--- src/rtl/onehot_counter_param_if.sv ---
// Control and status bundle for onehot_counter_param.
// The master side drives the count controls; the slave side is the counter.
interface onehot_counter_param_if #(
    parameter int WIDTH = 3
);
    logic                    enable;
    logic                    up_down;
    logic                    load;
    logic [WIDTH-1:0]        load_value;
    logic [WIDTH-1:0]        count;
    logic [(1<<WIDTH)-1:0]   onehot;
    logic [(1<<WIDTH)-1:0]   onehot_n;
    logic                    terminal;
    logic                    wrapped;

    modport master (
        output enable, up_down, load, load_value,
        input  count, onehot, onehot_n, terminal, wrapped
    );

    modport slave (
        input  enable, up_down, load, load_value,
        output count, onehot, onehot_n, terminal, wrapped
    );
endinterface

--- src/rtl/onehot_counter_param.sv ---
// Modulo up/down counter with a registered one-hot decode, used as a slot/strobe sequencer.
// Supports parallel load with clamping, wrap or saturate at the ends, and a one-cycle wrap pulse.
module onehot_counter_param #(
    parameter int WIDTH    = 3,
    parameter int MODULO   = 8,
    parameter int SATURATE = 0
) (
    input  logic                     clock,
    input  logic                     reset,
    onehot_counter_param_if.slave    bus
);
    localparam int               OH_BITS   = 1 << WIDTH;
    localparam logic [WIDTH-1:0] MAX_COUNT = WIDTH'(MODULO - 1);

    logic [WIDTH-1:0]   count_q, count_d;
    logic [OH_BITS-1:0] onehot_q, onehot_d;
    logic               wrapped_q, wrapped_d;

    always_comb begin
        count_d   = count_q;
        wrapped_d = 1'b0;
        if (bus.load) begin
            count_d = (bus.load_value > MAX_COUNT) ? MAX_COUNT : bus.load_value;
        end else if (bus.enable) begin
            if (bus.up_down) begin
                if (count_q != MAX_COUNT) begin
                    count_d = count_q + WIDTH'(1);
                end else if (SATURATE == 0) begin
                    count_d   = '0;
                    wrapped_d = 1'b1;
                end
            end else begin
                if (count_q != '0) begin
                    count_d = count_q - WIDTH'(1);
                end else if (SATURATE == 0) begin
                    count_d   = MAX_COUNT;
                    wrapped_d = 1'b1;
                end
            end
        end
    end

    // Decode from the next-state value so onehot lands on the same edge as count.
    always_comb begin
        onehot_d           = '0;
        onehot_d[count_d]  = 1'b1;
    end

    always_ff @(posedge clock) begin
        if (reset) begin
            count_q   <= '0;
            onehot_q  <= OH_BITS'(1);
            wrapped_q <= 1'b0;
        end else begin
            count_q   <= count_d;
            onehot_q  <= onehot_d;
            wrapped_q <= wrapped_d;
        end
    end

    assign bus.count    = count_q;
    assign bus.onehot   = onehot_q;
    assign bus.onehot_n = ~onehot_q;
    assign bus.wrapped  = wrapped_q;
    assign bus.terminal = (bus.up_down & (count_q == MAX_COUNT)) |
                          (~bus.up_down & (count_q == '0));
endmodule

--- src/flat_wrapper.sv ---
// flat-port wrapper written by rule: the top's interface ports become plain ports
module onehot_counter_param_flat 
#(
    parameter int WIDTH    = 3,
    parameter int MODULO   = 8,
    parameter int SATURATE = 0
)
  (clock, reset, bus_enable, bus_up_down, bus_load, bus_load_value, bus_count, bus_onehot, bus_onehot_n, bus_terminal, bus_wrapped);
  onehot_counter_param_if #(.WIDTH(WIDTH)) bus_i ();
  input  logic clock;
  input  logic reset;
  input wire logic [$bits(bus_i.enable)-1:0] bus_enable;
  input wire logic [$bits(bus_i.up_down)-1:0] bus_up_down;
  input wire logic [$bits(bus_i.load)-1:0] bus_load;
  input wire logic [$bits(bus_i.load_value)-1:0] bus_load_value;
  output wire logic [$bits(bus_i.count)-1:0] bus_count;
  output wire logic [$bits(bus_i.onehot)-1:0] bus_onehot;
  output wire logic [$bits(bus_i.onehot_n)-1:0] bus_onehot_n;
  output wire logic [$bits(bus_i.terminal)-1:0] bus_terminal;
  output wire logic [$bits(bus_i.wrapped)-1:0] bus_wrapped;
  assign bus_i.enable = bus_enable;
  assign bus_i.up_down = bus_up_down;
  assign bus_i.load = bus_load;
  assign bus_i.load_value = bus_load_value;
  assign bus_count = bus_i.count;
  assign bus_onehot = bus_i.onehot;
  assign bus_onehot_n = bus_i.onehot_n;
  assign bus_terminal = bus_i.terminal;
  assign bus_wrapped = bus_i.wrapped;
  onehot_counter_param #(.WIDTH(WIDTH), .MODULO(MODULO), .SATURATE(SATURATE)) u_core (.clock(clock), .reset(reset), .bus(bus_i));
endmodule
--- config.mk ---
export PLATFORM = sky130hd
export DESIGN_NAME = onehot_counter_param_flat
export DESIGN_NICKNAME = d
export VERILOG_FILES = /design/src/rtl/onehot_counter_param_if.sv /design/src/rtl/onehot_counter_param.sv /design/src/flat_wrapper.sv
export SDC_FILE = /design/constraint.sdc
export NUM_CORES = 1
export LEC_CHECK = 0
export ABC_AREA = 1
export CAP_MARGIN = 20
export CORE_MARGIN = 2
export CORE_UTILIZATION = 37
export CTS_CLUSTER_DIAMETER = 30
export DETAILED_ROUTE_END_ITERATION = 7
export PLACE_DENSITY = 0.82
export SYNTH_ARGS = -nofsm -noshare
export SYNTH_HDL_FRONTEND = slang
export SYNTH_SLANG_ARGS = --single-unit
--- constraint.sdc ---
create_clock -name clock -period 1.65 [get_ports clock]
set_clock_uncertainty 0.1 [all_clocks]
set_input_delay 0.165 -clock clock [delete_from_list [all_inputs] [get_ports clock]]
set_output_delay 0.165 -clock clock [all_outputs]
set_load 0.01 [all_outputs]
After elaboration in Yosys (flattened, before gate mapping) --
Cells that the tools add are included.
Cells by class: bitwise logic cells 6, muxes and demuxes 11, order comparisons 3, add/sub/neg operators 2, equality and inequality tests 2, reduce and logical (&&, ||, !) cells 4
Operators by type and width (number):
- $mux 3 | 6
- $not 8->8 | 1
- $lt 3x4->1 const B | 1
- $mux 1 | 4
- $add 3x1->3 const B | 1
- $demux 1 s3 | 1
- $eq 3x3->1 const B | 1
- $ge 3x1->1 const B | 1
- $gt 3x3->1 const B | 1
- $logic_not 3->1 | 1
- $ne 3x3->1 const B | 1
- $reduce_bool 3->1 | 1
- $reduce_or 3->1 | 1
- $sub 3x1->3 const B | 1
- $and 1x1->1 | 2
- $not 1->1 | 2
- $logic_and 1x1->1 | 1
- $or 1x1->1 | 1
Word-level totals: output and inout port bits 21, input port bits 8, word-level logic and storage cells 31, register bits 12

Depth between registers and ports, before layout --
Gate-level depths: netlist of the first run.
word-level depth 9, depth in mapped cells 11, depth with buffers taken out 11

Least setup slack after synthesis of the first run --
Ideal clock, no wire load.
path kind reg-to-reg, start point reg u_core.count_q[0], in the netlist u_core.bus.count[0], end point reg u_core.onehot_q[4], in the netlist u_core.bus.onehot[4], path slack 0.102 ns, cell stages (with the launch flop) 9, library setup time 0.065 ns, required time 1.485 ns, period minus slack after synthesis 1.548 ns, data arrival time 1.384 ns, path buffers 0, cell sequence dfxtp_1 > inv_1 > ha_1 > ha_1 > nand2_1 > nand3_1 > a21oi_1 > nand3_1 > nor2_1
On the way: longest elaborated chain between the ends 9, elaborated cells between the ends (all ways) 14, those cells by class add/sub: 2; order compare: 2; eq/ne: 1; mux: 7; reduce/logical: 2
Ends and longest elaborated chain:
- from (decl) | line onehot_counter_param.sv:15 | logic [WIDTH-1:0] count_q, count_d;
- from (signal assigned) | line onehot_counter_param.sv:55 | count_q <= count_d;
- $sub 3x1->3 (tied with other cells) | line onehot_counter_param.sv:34 | count_d = count_q - WIDTH'(1);
- $mux 3 (on tied branches) | line onehot_counter_param.sv:33, onehot_counter_param.sv:26
- $mux 3 | line onehot_counter_param.sv:25 | if (bus.up_down) begin
- $mux 3 * | line onehot_counter_param.sv:24 | end else if (bus.enable) begin
- $mux 3 * | line onehot_counter_param.sv:22 | if (bus.load) begin
- $lt 3x4->1 (implied by the code) / $ge 3x1->1 (equally long branches) | line onehot_counter_param.sv:46 | onehot_d[count_d] = 1'b1;
- $logic_and 1x1->1 (implied by the code) | line onehot_counter_param.sv:46
- $mux 1 (implied by the code) | line onehot_counter_param.sv:46
- $demux 1 s3 *
- to (signal assigned) | line onehot_counter_param.sv:56 | onehot_q <= onehot_d;
- to (decl) | line onehot_counter_param.sv:16 | logic [OH_BITS-1:0] onehot_q, onehot_d;
Every way passes the cells marked *; elsewhere a longest branch is shown, timed or not. A chain may end at the register's enable or synchronous reset.

Final worst setup path of the first run --
start point reg u_core.count_q[0], in the netlist u_core.bus.count[0], end point out bus_terminal
On the way: longest elaborated chain between the ends 3, elaborated cells between the ends (all ways) 5, those cells by class eq/ne: 1; bitwise: 3; reduce/logical: 1
Ends and longest elaborated chain:
- $eq 3x3->1 / $logic_not 3->1 (equally long branches) | line onehot_counter_param.sv:65, onehot_counter_param.sv:66
- $and 1x1->1 (on tied branches) | line onehot_counter_param.sv:65, onehot_counter_param.sv:66
- $or 1x1->1 * | line onehot_counter_param.sv:65 | assign bus.terminal = (bus.up_down & (count_q == MAX_COUNT)) |
- to (decl) | line flat_wrapper.sv:19 | output wire logic [$bits(bus_i.terminal)-1:0] bus_terminal;
Marks and branches as above.

==> run_summary.xml, run 1 <==
<?xml version="1.0" encoding="UTF-8"?>
<metrics>
  <group name="yosys">
    <metric name="number_of_flops_mapped_to_enable_cells_by_yosys" unit="">0</metric>
    <metric name="netlist_top_cells_count" unit="">inv_1 (20), nand2_1 (19), dfxtp_1 (12)</metric>
    <metric name="synth.yosys.warnings" unit="">0</metric>
    <metric name="synth_area" unit="um^2">567</metric>
    <metric name="synth_fp_nets" unit="">94</metric>
    <metric name="postSynth.asyncResetShare" unit="%">0</metric>
    <metric name="post-synth-top-area-cell" unit="">dfxtp_1</metric>
    <metric name="synth.area.top_cells" unit="">dfxtp_1 (42%), inv_1 (13%), nand2_1 (13%)</metric>
    <metric name="seq_area_frac_synth" unit="%">42.4</metric>
    <metric name="synth.most_common_cell" unit="">inv_1</metric>
    <metric name="count_of_mapped_cells_out_of_synthesis" unit="">82</metric>
    <metric name="netlist-cell-type-count" unit="">11</metric>
    <metric name="post-synth-top-area-fraction" unit="%">42.4</metric>
    <metric name="syn-mean-instance-area" unit="um^2">6.91</metric>
    <metric name="ys_dominant_reg_cell" unit="">dfxtp_1</metric>
    <metric name="ys_ff_latch" unit="">12</metric>
  </group>
  <group name="clock_tree">
    <metric name="cts_sinks" unit="">12</metric>
    <metric name="cts_post_setup_buffers_inserted" unit="">0</metric>
    <metric name="cts_hold_fix_bufs" unit="">0</metric>
    <metric name="cts_root_buf" unit="">clkbuf_4</metric>
    <metric name="htree_num_levels" unit="">1</metric>
    <metric name="clk_latency" unit="ns">0.27</metric>
    <metric name="cts.clk_slew.worst_paths" unit="ns">0.07</metric>
    <metric name="tritoncts_clock_tree" unit="">built</metric>
    <metric name="clk_path_buf_depth" unit="">2</metric>
    <metric name="cts-buffers-inserted" unit="">3</metric>
  </group>
  <group name="floorplan">
    <metric name="fp.dieArea" unit="mm^2">0.00186</metric>
    <metric name="placeableCoreArea" unit="mm^2">0.00147</metric>
    <metric name="chip_width" unit="um">43.1</metric>
    <metric name="ioPinCount" unit="">29</metric>
    <metric name="height_of_the_die" unit="um">43.1</metric>
    <metric name="floorplan.rows" unit="">14</metric>
    <metric name="initial_standard_cell_utilization_of_the_core" unit="%">38.5</metric>
  </group>
  <group name="worst_setup_path">
    <metric name="worst_path_largest_cell_delay" unit="ns">0.36</metric>
    <metric name="endpoint_kind" unit="">primary output</metric>
    <metric name="r2r_setup_slack" unit="ns">0.08</metric>
    <metric name="cp_cell_sequence" unit="">ha_2, ha_2, nand2_1, nand2_1, buf_2</metric>
    <metric name="crit-reg2reg-launch" unit="">u_core.bus.count[0]</metric>
    <metric name="wp_data_arrival" unit="ns">1.31</metric>
    <metric name="cp-start-kind" unit="">flip-flop</metric>
    <metric name="regToRegEndpoint" unit="">u_core.bus.onehot[0]</metric>
    <metric name="critical_path_peak_fanout" unit="">4</metric>
    <metric name="worst_ep_required_time" unit="ns">1.38</metric>
    <metric name="reg2reg_depth" unit="">9</metric>
    <metric name="slowest_stage" unit="">dfxtp_2</metric>
    <metric name="timing.setup.critical_path_class" unit="">flip-flop to primary output</metric>
  </group>
  <group name="hold_path">
    <metric name="min_path_type" unit="">primary input to flip-flop</metric>
    <metric name="min_to" unit="">u_core.bus.count[1]</metric>
    <metric name="hp-start" unit="">reset</metric>
    <metric name="holdPathStages" unit="">2</metric>
  </group>
  <group name="sta">
    <metric name="worst_pin_slew" unit="ns">0.271</metric>
    <metric name="finalCriticalPeriod" unit="ns">1.58</metric>
    <metric name="max-slew-margin-rel" unit="%">81.9</metric>
    <metric name="setup_violations" unit="">0</metric>
    <metric name="grt_setup_unrepaired" unit="">yes</metric>
    <metric name="hold_violations" unit="">0</metric>
    <metric name="final_min_period_over_clock_period" unit="%">95.6</metric>
    <metric name="hold_slack" unit="ns">0.366</metric>
    <metric name="setup_total_negative_slack" unit="ns">0</metric>
    <metric name="maxSlewViolCount" unit="">0</metric>
    <metric name="fmax" unit="MHz">634</metric>
  </group>
  <group name="place">
    <metric name="gp_routability_congestion" unit="">0.863</metric>
    <metric name="placed_cells" unit="">129</metric>
    <metric name="post-dp-hpwl" unit="mm">1.07</metric>
    <metric name="io_buffer_count" unit="">28</metric>
  </group>
  <group name="route">
    <metric name="route.detailed.vias_per_inst" unit="">5.05</metric>
    <metric name="route.detailed.wl_per_inst" unit="um">11.4</metric>
    <metric name="number_of_nets_still_failing_antenna_checks_after_routing" unit="">0</metric>
    <metric name="postRouteWirelength" unit="mm">1.51</metric>
    <metric name="detailedRoute.firstIterationViolations" unit="">40</metric>
    <metric name="route.detailed.drc" unit="">0</metric>
    <metric name="detailroute.via_count" unit="">672</metric>
    <metric name="first_pass_iters" unit="">4</metric>
  </group>
  <group name="pwr">
    <metric name="vdd_ir_drop_max" unit="uV">619</metric>
    <metric name="power.density" unit="mW/mm^2">787</metric>
    <metric name="p_leak" unit="nW">0.443</metric>
  </group>
  <group name="status">
    <metric name="result_of_the_run" unit="">finished clean</metric>
  </group>
  <group name="global_routing">
    <metric name="grt.total_usage" unit="%">15.4</metric>
    <metric name="grt_max_degree" unit="">8</metric>
    <metric name="grt_antenna_before_repair" unit="">0</metric>
    <metric name="vias_in_the_first_global_route" unit="">594</metric>
    <metric name="grt_overflow" unit="">0</metric>
    <metric name="first_pass_grt_wire_length" unit="mm">2.17</metric>
  </group>
  <group name="finish">
    <metric name="antenna-diode-count" unit="">0</metric>
    <metric name="final_util" unit="%">66.4</metric>
    <metric name="drive_above_1_share" unit="%">22.2</metric>
    <metric name="layout.cells.non_filler" unit="">133</metric>
    <metric name="nets" unit="">130</metric>
    <metric name="area_growth" unit="%">72.4</metric>
  </group>
  <group name="run">
    <metric name="count_of_max_cap_constraint_violations" unit="">0</metric>
  </group>
</metrics>
[how the worst max path moves through the flow]
| stage | start | to |
|---|---|---|
| floorplan | u_core.bus.count[0] | u_core.bus.onehot[4] |
| global placement | u_core.bus.count[0] | bus_terminal |
| detailed placement | u_core.bus.count[0] | bus_terminal |
| CTS | u_core.bus.count[0] | bus_terminal |
| global route | u_core.bus.count[0] | u_core.bus.onehot[4] |
| finish | u_core.bus.count[0] | bus_terminal |
[critical path, delay by kind of cell (launching register included)]
family	cells	cell delay, ns
adder cells (fa/ha/maj)	2	0.38
flip-flops	1	0.36
AND/OR/NAND/NOR	2	0.18
buffers and inverters	1	0.13
[registers in the layout, indices dropped and copies added (netlist names)]
| signal | flops |
|---|---|
| u_core.bus.onehot | 8 |
| u_core.bus.count | 3 |
| u_core.bus.wrapped | 1 |
[kinds of logic (layout without fill, tap and decap cells)]
family | after synthesis | count (layout) | share of synthesized area [%]
buffers and inverters | 21 | 56 | 13.9
adders and majority gates | 4 | 4 | 8.83
AOI/OAI and AO/OA | 7 | 7 | 6.18
DFF | 12 | 12 | 42.4
and+or+nand+nor | 38 | 38 | 28.7
[routing by layer]
metal | GRT usage (%) | share of wire [%] | up-vias | wire length, um
met5 | 0 | 0 | - | 0
met4 | 7.88 | 1.8 | 0 | 27
met3 | 6.81 | 8.5 | 4 | 128
met2 | 23.9 | 52 | 50 | 779
met1 | 17.8 | 38 | 301 | 576
li1 | - | - | 317 | -
[cells in the final DEF (no fill, tap or decap), drive strengths merged]
cell           instances
a21oi                  7
buf                    4
clkbuf                 4
clkdlybuf4s50         27
dfxtp                 12
ha                     4
inv                   21
nand2                 20
nand3                  8
nor2                   9
or2                    1
[repair_timing]
| item | 4_1_cts | 5_1_grt |
|---|---|---|
| setup endpoints to repair | 1 | 9 |
| pin swaps | 0 | 5 |
| hold endpoints to repair | 0 | 0 |
| gates resized for setup | 6 | 15 |
[through the flow]
step | cell area (um^2) | setup slack [ns] | total power [mW]
floorplan | 567 | 0.102 | 0.414
global placement | 890 | 0.0266 | 0.512
detailed placement | 890 | -0.00519 | 0.518
CTS | 932 | 0.000669 | 0.747
global route | 977 | -0.0168 | 0.817
finish | 977 | 0.0725 | 0.769
[layout make-up]
cell class	count	area, um^2
Multi-Input combinational cell	49	302
Sequential cell	12	243
Fill cell	111	494
Inverter	21	78.8
Timing Repair Buffer	31	298
Tap cell	16	20.0
Clock buffer	4	36.3
[power by group]
part	internal (mW)	switching [mW]
Combinational	0.112	0.109
Sequential	0.308	0.0113
Clock	0.134	0.0946
(Power assumes the default switching activity.)
==> inputs of run 2 (changes only) <==
--- a/config.mk
+++ b/config.mk
@@ -9,7 +9,6 @@
 export CAP_MARGIN = 20
 export CORE_MARGIN = 2
 export CORE_UTILIZATION = 37
-export CTS_CLUSTER_DIAMETER = 30
 export DETAILED_ROUTE_END_ITERATION = 7
 export PLACE_DENSITY = 0.82
 export SYNTH_ARGS = -nofsm -noshare
==> results of run 2 <==
The final DEF is identical to that of run 1; final timing and power are the same.
